===== config.mk =====
export PLATFORM = sky130hd
export DESIGN_NAME = bcd_convert_arbiter_flat
export DESIGN_NICKNAME = d
export VERILOG_FILES = /design/src/rtl/bcd_convert_arbiter_if.sv /design/src/rtl/bcd_convert_arbiter.sv /design/src/flat_wrapper.sv
export SDC_FILE = /design/constraint.sdc
export NUM_CORES = 1
export LEC_CHECK = 0
export ABC_AREA = 1
export BUFFER_PORTS_ARGS = -buffer_cell sky130_fd_sc_hd__buf_2
export CAP_MARGIN = 20
export CELL_PAD_IN_SITES_DETAIL_PLACEMENT = 1
export CELL_PAD_IN_SITES_GLOBAL_PLACEMENT = 1
export CORE_MARGIN = 2
export CORE_UTILIZATION = 37
export CTS_CLUSTER_SIZE = 40
export DETAILED_ROUTE_END_ITERATION = 10
export PLACE_DENSITY = 0.89
export SLEW_MARGIN = 10
export SYNTH_ARGS = -nofsm -noshare
export SYNTH_HDL_FRONTEND = slang
export SYNTH_SLANG_ARGS = --single-unit

===== constraint.sdc =====
create_clock -name clk -period 7.5 [get_ports clk]
set_input_delay 1.5 -clock clk [delete_from_list [all_inputs] [get_ports clk]]
set_output_delay 1.5 -clock clk [all_outputs]
set_load 0.1 [all_outputs]

===== src/rtl/bcd_convert_arbiter_if.sv =====
// Requester-side bus of the shared BCD converter arbiter: level requests with
// flattened operands in, one-hot ack with result and status flags out.
interface bcd_convert_arbiter_if #(
  parameter int NREQ  = 4,
  parameter int WIDTH = 14
);
  logic [NREQ-1:0]       req;
  logic [NREQ*WIDTH-1:0] bin_flat;
  logic [NREQ-1:0]       ack;
  logic [15:0]           result;
  logic                  sat;
  logic                  err;

  modport master (output req, bin_flat, input ack, result, sat, err);
  modport slave  (input req, bin_flat, output ack, result, sat, err);
endinterface


===== src/rtl/bcd_convert_arbiter.sv =====
// Round-robin arbiter sharing one serial binary-to-BCD converter among NREQ
// requesters: clamps the operand, pulses start, waits for done or timeout, acks.
module bcd_convert_arbiter #(
  parameter int NREQ    = 4,
  parameter int WIDTH   = 14,
  parameter int TIMEOUT = 64
) (
  input  logic               clk,
  input  logic               reset,
  bcd_convert_arbiter_if.slave bus,
  output logic               busy,
  output logic               conv_start,
  output logic [WIDTH-1:0]   conv_bin,
  input  logic               conv_done,
  input  logic [15:0]        conv_bcd
);
  localparam int IW = $clog2(NREQ);
  localparam int TW = $clog2(TIMEOUT) + 1;

  typedef enum logic [1:0] {IDLE, ISSUE, WAIT, DELIVER} state_t;

  // Reduce a sum of two in-range indices back into 0..NREQ-1.
  function automatic logic [IW-1:0] wrap(input logic [IW:0] v);
    logic [IW:0] r;
    r = (v >= (IW+1)'(NREQ)) ? v - (IW+1)'(NREQ) : v;
    return r[IW-1:0];
  endfunction

  state_t            state_reg;
  logic [IW-1:0]     rr_ptr_reg;
  logic [IW-1:0]     grant_reg;
  logic [TW-1:0]     timer_reg;
  logic              sat_pend_reg;
  logic [NREQ-1:0]   ack_reg;
  logic [15:0]       result_reg;
  logic              sat_reg;
  logic              err_reg;
  logic              busy_reg;
  logic              conv_start_reg;
  logic [WIDTH-1:0]  conv_bin_reg;

  logic [WIDTH-1:0]  bin_arr [NREQ];
  logic [NREQ-1:0]   req_rot;
  logic [IW-1:0]     grant_off;
  logic              grant_any;
  logic [IW-1:0]     grant_idx;
  logic [WIDTH-1:0]  grant_operand;
  logic              grant_clamp;

  // req_rot[k] is the request k positions after the round-robin pointer.
  generate
    for (genvar gi = 0; gi < NREQ; gi++) begin : g_req
      assign bin_arr[gi] = bus.bin_flat[gi*WIDTH +: WIDTH];
      assign req_rot[gi] = bus.req[wrap({1'b0, rr_ptr_reg} + (IW+1)'(gi))];
    end
  endgenerate

  always_comb begin
    grant_off = '0;
    grant_any = 1'b0;
    for (int i = NREQ - 1; i >= 0; i--) begin
      if (req_rot[i]) begin
        grant_off = IW'(i);
        grant_any = 1'b1;
      end
    end
  end

  assign grant_idx     = wrap({1'b0, rr_ptr_reg} + {1'b0, grant_off});
  assign grant_operand = bin_arr[grant_idx];
  assign grant_clamp   = 32'(grant_operand) > 32'd9999;

  always_ff @(posedge clk or negedge reset) begin
    if (!reset) begin
      state_reg      <= IDLE;
      rr_ptr_reg     <= '0;
      grant_reg      <= '0;
      timer_reg      <= '0;
      sat_pend_reg   <= 1'b0;
      ack_reg        <= '0;
      result_reg     <= '0;
      sat_reg        <= 1'b0;
      err_reg        <= 1'b0;
      busy_reg       <= 1'b0;
      conv_start_reg <= 1'b0;
      conv_bin_reg   <= '0;
    end else begin
      case (state_reg)
        IDLE: begin
          if (grant_any) begin
            grant_reg      <= grant_idx;
            conv_bin_reg   <= grant_clamp ? WIDTH'(9999) : grant_operand;
            sat_pend_reg   <= grant_clamp;
            rr_ptr_reg     <= wrap({1'b0, grant_idx} + (IW+1)'(1));
            conv_start_reg <= 1'b1;
            busy_reg       <= 1'b1;
            state_reg      <= ISSUE;
          end
        end
        ISSUE: begin
          conv_start_reg <= 1'b0;
          timer_reg      <= '0;
          state_reg      <= WAIT;
        end
        WAIT: begin
          // A done arriving on the timeout cycle still counts as success.
          if (conv_done) begin
            result_reg <= conv_bcd;
            sat_reg    <= sat_pend_reg;
            err_reg    <= 1'b0;
            ack_reg    <= NREQ'(1) << grant_reg;
            state_reg  <= DELIVER;
          end else if (timer_reg == TW'(TIMEOUT - 1)) begin
            result_reg <= '0;
            sat_reg    <= sat_pend_reg;
            err_reg    <= 1'b1;
            ack_reg    <= NREQ'(1) << grant_reg;
            state_reg  <= DELIVER;
          end else begin
            timer_reg <= timer_reg + TW'(1);
          end
        end
        DELIVER: begin
          ack_reg   <= '0;
          sat_reg   <= 1'b0;
          err_reg   <= 1'b0;
          busy_reg  <= 1'b0;
          state_reg <= IDLE;
        end
        default: state_reg <= IDLE;
      endcase
    end
  end

  assign bus.ack     = ack_reg;
  assign bus.result  = result_reg;
  assign bus.sat     = sat_reg;
  assign bus.err     = err_reg;
  assign busy        = busy_reg;
  assign conv_start  = conv_start_reg;
  assign conv_bin    = conv_bin_reg;
endmodule


===== src/flat_wrapper.sv =====
// flat-port wrapper written by rule: the top's interface ports become plain ports
module bcd_convert_arbiter_flat 
#(
  parameter int NREQ    = 4,
  parameter int WIDTH   = 14,
  parameter int TIMEOUT = 64
)
  (clk, reset, busy, conv_start, conv_bin, conv_done, conv_bcd, bus_req, bus_bin_flat, bus_ack, bus_result, bus_sat, bus_err);
  bcd_convert_arbiter_if #(.NREQ(NREQ), .WIDTH(WIDTH)) bus_i ();
  input  logic clk;
  input  logic reset;
  output logic busy;
  output logic conv_start;
  output logic [WIDTH-1:0] conv_bin;
  input  logic conv_done;
  input  logic [15:0] conv_bcd;
  input wire logic [$bits(bus_i.req)-1:0] bus_req;
  input wire logic [$bits(bus_i.bin_flat)-1:0] bus_bin_flat;
  output wire logic [$bits(bus_i.ack)-1:0] bus_ack;
  output wire logic [$bits(bus_i.result)-1:0] bus_result;
  output wire logic [$bits(bus_i.sat)-1:0] bus_sat;
  output wire logic [$bits(bus_i.err)-1:0] bus_err;
  assign bus_i.req = bus_req;
  assign bus_i.bin_flat = bus_bin_flat;
  assign bus_ack = bus_i.ack;
  assign bus_result = bus_i.result;
  assign bus_sat = bus_i.sat;
  assign bus_err = bus_i.err;
  bcd_convert_arbiter #(.NREQ(NREQ), .WIDTH(WIDTH), .TIMEOUT(TIMEOUT)) u_core (.clk(clk), .reset(reset), .bus(bus_i), .busy(busy), .conv_start(conv_start), .conv_bin(conv_bin), .conv_done(conv_done), .conv_bcd(conv_bcd));
endmodule

==> impl_metrics.tcl <==
set metrics [dict create \
    busiest_layer "met2" \
    synth_top_area_frac 0.427 \
    dieArea_sq_um 8980 \
    largest_register_ffs 16 \
    final_layout_size_suffix_gt1_frac 0.288 \
    clk_pin_slew_ns 0.09 \
    clock_path_buffers 2 \
    insertion_delay_ns 0.30 \
    stdcell_count 630 \
    gp_congestion 0.858 \
    timing.rr.start "u_core.rr_ptr_reg[0]$_DFFE_PN0P_" \
    cts_inserted_buffers 5 \
    routed_wl_mm 8.27 \
    slew_viol_final 0 \
    rsz0062_at_grt "false" \
    grt_usage 0.192 \
    yosys_warnings 0 \
    placed_cells 622 \
    ys_top_cells_by_area "dfrtp_1 (43%), nand2_1 (20%), nand3_1 (4.9%)" \
    postCtsHoldBufs 0 \
    cts_root_buf "clkbuf_8" \
    synth-seq-cells 52 \
    period_minus_slack_ns 4.64 \
    drv_cap 0 \
    reg2reg_slack_ns 3.48 \
    setup_violations 0 \
    relSlewSlack 0.328 \
    cp_common_cell "nand2_1" \
    worstSetupStartpoint "bus_req[2]" \
    cp_top_family "simple AND/OR/NAND/NOR gates" \
    critPathBufInv 3 \
    ctsResizeCount 0 \
    critPathKind "input port to register" \
    routed-via-count 3010 \
    hp-class "register to register" \
    finalHoldViolations 0 \
    crit_fanout 31 \
    grt_max_degree 53 \
    gr-total-overflow 0 \
    port_buffers 116 \
    hold_ws_ns 0.473 \
    endpoint "u_core.conv_bin[6]$_DFFE_PN0P_" \
    synth_commonest_cells "nand2_1 (165), dfrtp_1 (52), inv_1 (37)" \
    std_cell_rows 33 \
    syn_area_sq_um 3050 \
    grt_pass1_vias 3137 \
    critPathSlowestCell "ha_1" \
    die_h_um 94.8 \
    ys_async_sr_fraction 1.00 \
    start_util 0.377 \
    diodes 0 \
    clock-sinks 52 \
    met3_usage 0.0463 \
    htree_levels 2 \
    postCtsSetupBuffers 0 \
    antenna_left 0 \
    detail_route.first_pass.iterations 4 \
    antenna_found_initial 0 \
    synth_area_leader_cell "dfrtp_1" \
    ios 117 \
    cts_tree "done" \
    clock_skew_ns 0.00257 \
    critPathArrivalTime_ns 4.88 \
    crit_cells 21 \
    reg2reg_depth 20 \
    cp-start-kind "input port" \
    path_cells "buf_2 -> inv_1 -> nand2_1 -> nand2_1 -> nand2_1 -> nand2_1 -> a31oi_1 -> nor2_1 -> ha_1 -> inv_1 -> nand2_1 -> nand2_1 -> nand3_1 -> nand2_1 -> nor2_1 -> nand2_1 -> nand2_1 -> nand2_1 -> nand2_2 -> nand2_1 -> nand2_1" \
    critPathCaptureType "register" \
    setup_tns_ns 0 \
    tightest_slew_ns 1.01 \
    syn_nets 503 \
    critPathMaxStageDelay_ns 0.94 \
    synth-edff-count 0 \
    dp_hpwl_mm 6.44 \
    syn-instance-count 417 \
    fin_crit_sh 0.619 \
    vias_per_cell 4.78 \
    syn_area_per_cell_sq_um 7.31 \
    required_ns 7.74 \
    drc 0 \
    use_met1 0.228 \
    status "complete, no violations" \
    fmax_ghz 0.215 \
    use_met2 0.345 \
    coreArea_sq_um 8090 \
    synthToLayoutAreaGrowth_pct 24.3 \
    grt_pass1_wl_mm 13.9 \
    drt_first_iter_violations 51 \
    yosysSeqAreaShare 0.427 \
    yosysMostFrequentCell "nand2_1" \
    ys.flop_type "dfrtp_1" \
    r2r-end "u_core.conv_bin[6]$_DFFE_PN0P_" \
    nNetsFinal 610 \
    post_drt_wl_per_cell_um 13.1 \
    yosysUniqueCellTypes 32 \
    die_w_um 94.8 \
]
stage by stage:
step	util	cell area, sq um	setup WS [ns]
after detailed placement	0.454	3680	2.43
after floorplan	-	3050	3.72
after global placement	0.454	3680	2.66
final	0.468	3790	2.86
after global routing	0.468	3790	2.28
after CTS	0.468	3790	2.77
cell families after synthesis:
family          after synthesis  share of synthesized area
compound gates               45                     0.0924
xor+xnor                      1                    0.00287
fa+ha+maj                     7                     0.0287
buf+inv                      56                     0.0784
flops                        52                      0.427
mux                           5                     0.0164
simple gates                251                      0.354
worst min path at each step:
stage	startpoint	end	slack [ns]	cells after the start
floorplan	u_core.timer_reg[0]$_DFFE_PN0P_	u_core.timer_reg[0]$_DFFE_PN0P_	0.48	1
global placement	u_core.bus.result[13]$_DFFE_PN0P_	u_core.bus.result[13]$_DFFE_PN0P_	0.45	2
detailed placement	u_core.bus.result[0]$_DFFE_PN0P_	u_core.bus.result[0]$_DFFE_PN0P_	0.45	2
CTS	u_core.bus.result[0]$_DFFE_PN0P_	u_core.bus.result[0]$_DFFE_PN0P_	0.48	2
global route	u_core.bus.result[0]$_DFFE_PN0P_	u_core.bus.result[0]$_DFFE_PN0P_	0.51	2
finish	u_core.bus.result[4]$_DFFE_PN0P_	u_core.bus.result[4]$_DFFE_PN0P_	0.47	2
cell usage in the layout, fill, tap and decap left out:
cell type | Yosys | final
a21oi_2 | 8 | 8
a311o_1 | 1 | 1
o21ai_1 | 3 | 3
inv_1 | 37 | 37
nand2_2 | 8 | 8
nor3b_1 | 1 | 1
bufinv_16 | 0 | 1
o21ai_0 | 18 | 18
buf_4 | 0 | 1
o21bai_1 | 1 | 1
o21ai_2 | 2 | 2
buf_2 | 0 | 116
mux2i_1 | 5 | 5
inv_4 | 1 | 1
nand2_1 | 165 | 165
nand3_1 | 30 | 30
nand4_1 | 5 | 5
inv_2 | 1 | 1
nand3_4 | 1 | 1
ha_1 | 7 | 7
nand2_4 | 4 | 4
clkinv_2 | 0 | 1
o211ai_1 | 1 | 1
clkinvlp_4 | 0 | 1
dfrtp_1 | 52 | 52
nor3_1 | 3 | 3
a31oi_1 | 1 | 1
a21oi_1 | 5 | 5
o21a_1 | 1 | 1
clkbuf_8 | 0 | 5
o22ai_1 | 4 | 4
nor2_1 | 33 | 33
nor2_8 | 1 | 1
xor2_1 | 1 | 1
routing by layer:
layer	vias to the layer above	part of all wire
met4	0	0.0091
met1	1380	0.42
met2	96	0.49
met5	-	0
met3	7	0.081
li1	1527	-
final cells by class:
class	instances	area, sq um
Fill cell	1075	4300
Multi-Input combinational cell	309	1510
Sequential cell	52	1300
Timing Repair Buffer	117	588
Inverter	39	149
Tap cell	105	131
Clock buffer	5	68.8
Clock inverter	3	42.5
worst reg2reg max path, cell delays in order, from the launching register on:
cell	delay [ns]
dfrtp_1	0.59
inv_4	0.11
nand2_1	0.10
nand2_1	0.05
nand2_1	0.05
nand2_1	0.14
a31oi_1	0.17
nor2_1	0.06
ha_1	0.94
inv_1	0.62
nand2_1	0.17
nand2_1	0.06
nand3_1	0.10
nand2_1	0.08
nor2_1	0.10
nand2_1	0.06
nand2_1	0.06
nand2_1	0.06
nand2_2	0.27
nand2_1	0.09
nand2_1	0.08
Power is not shown: default switching activity piles up to over one toggle a cycle in this logic, so the estimate is an artifact.
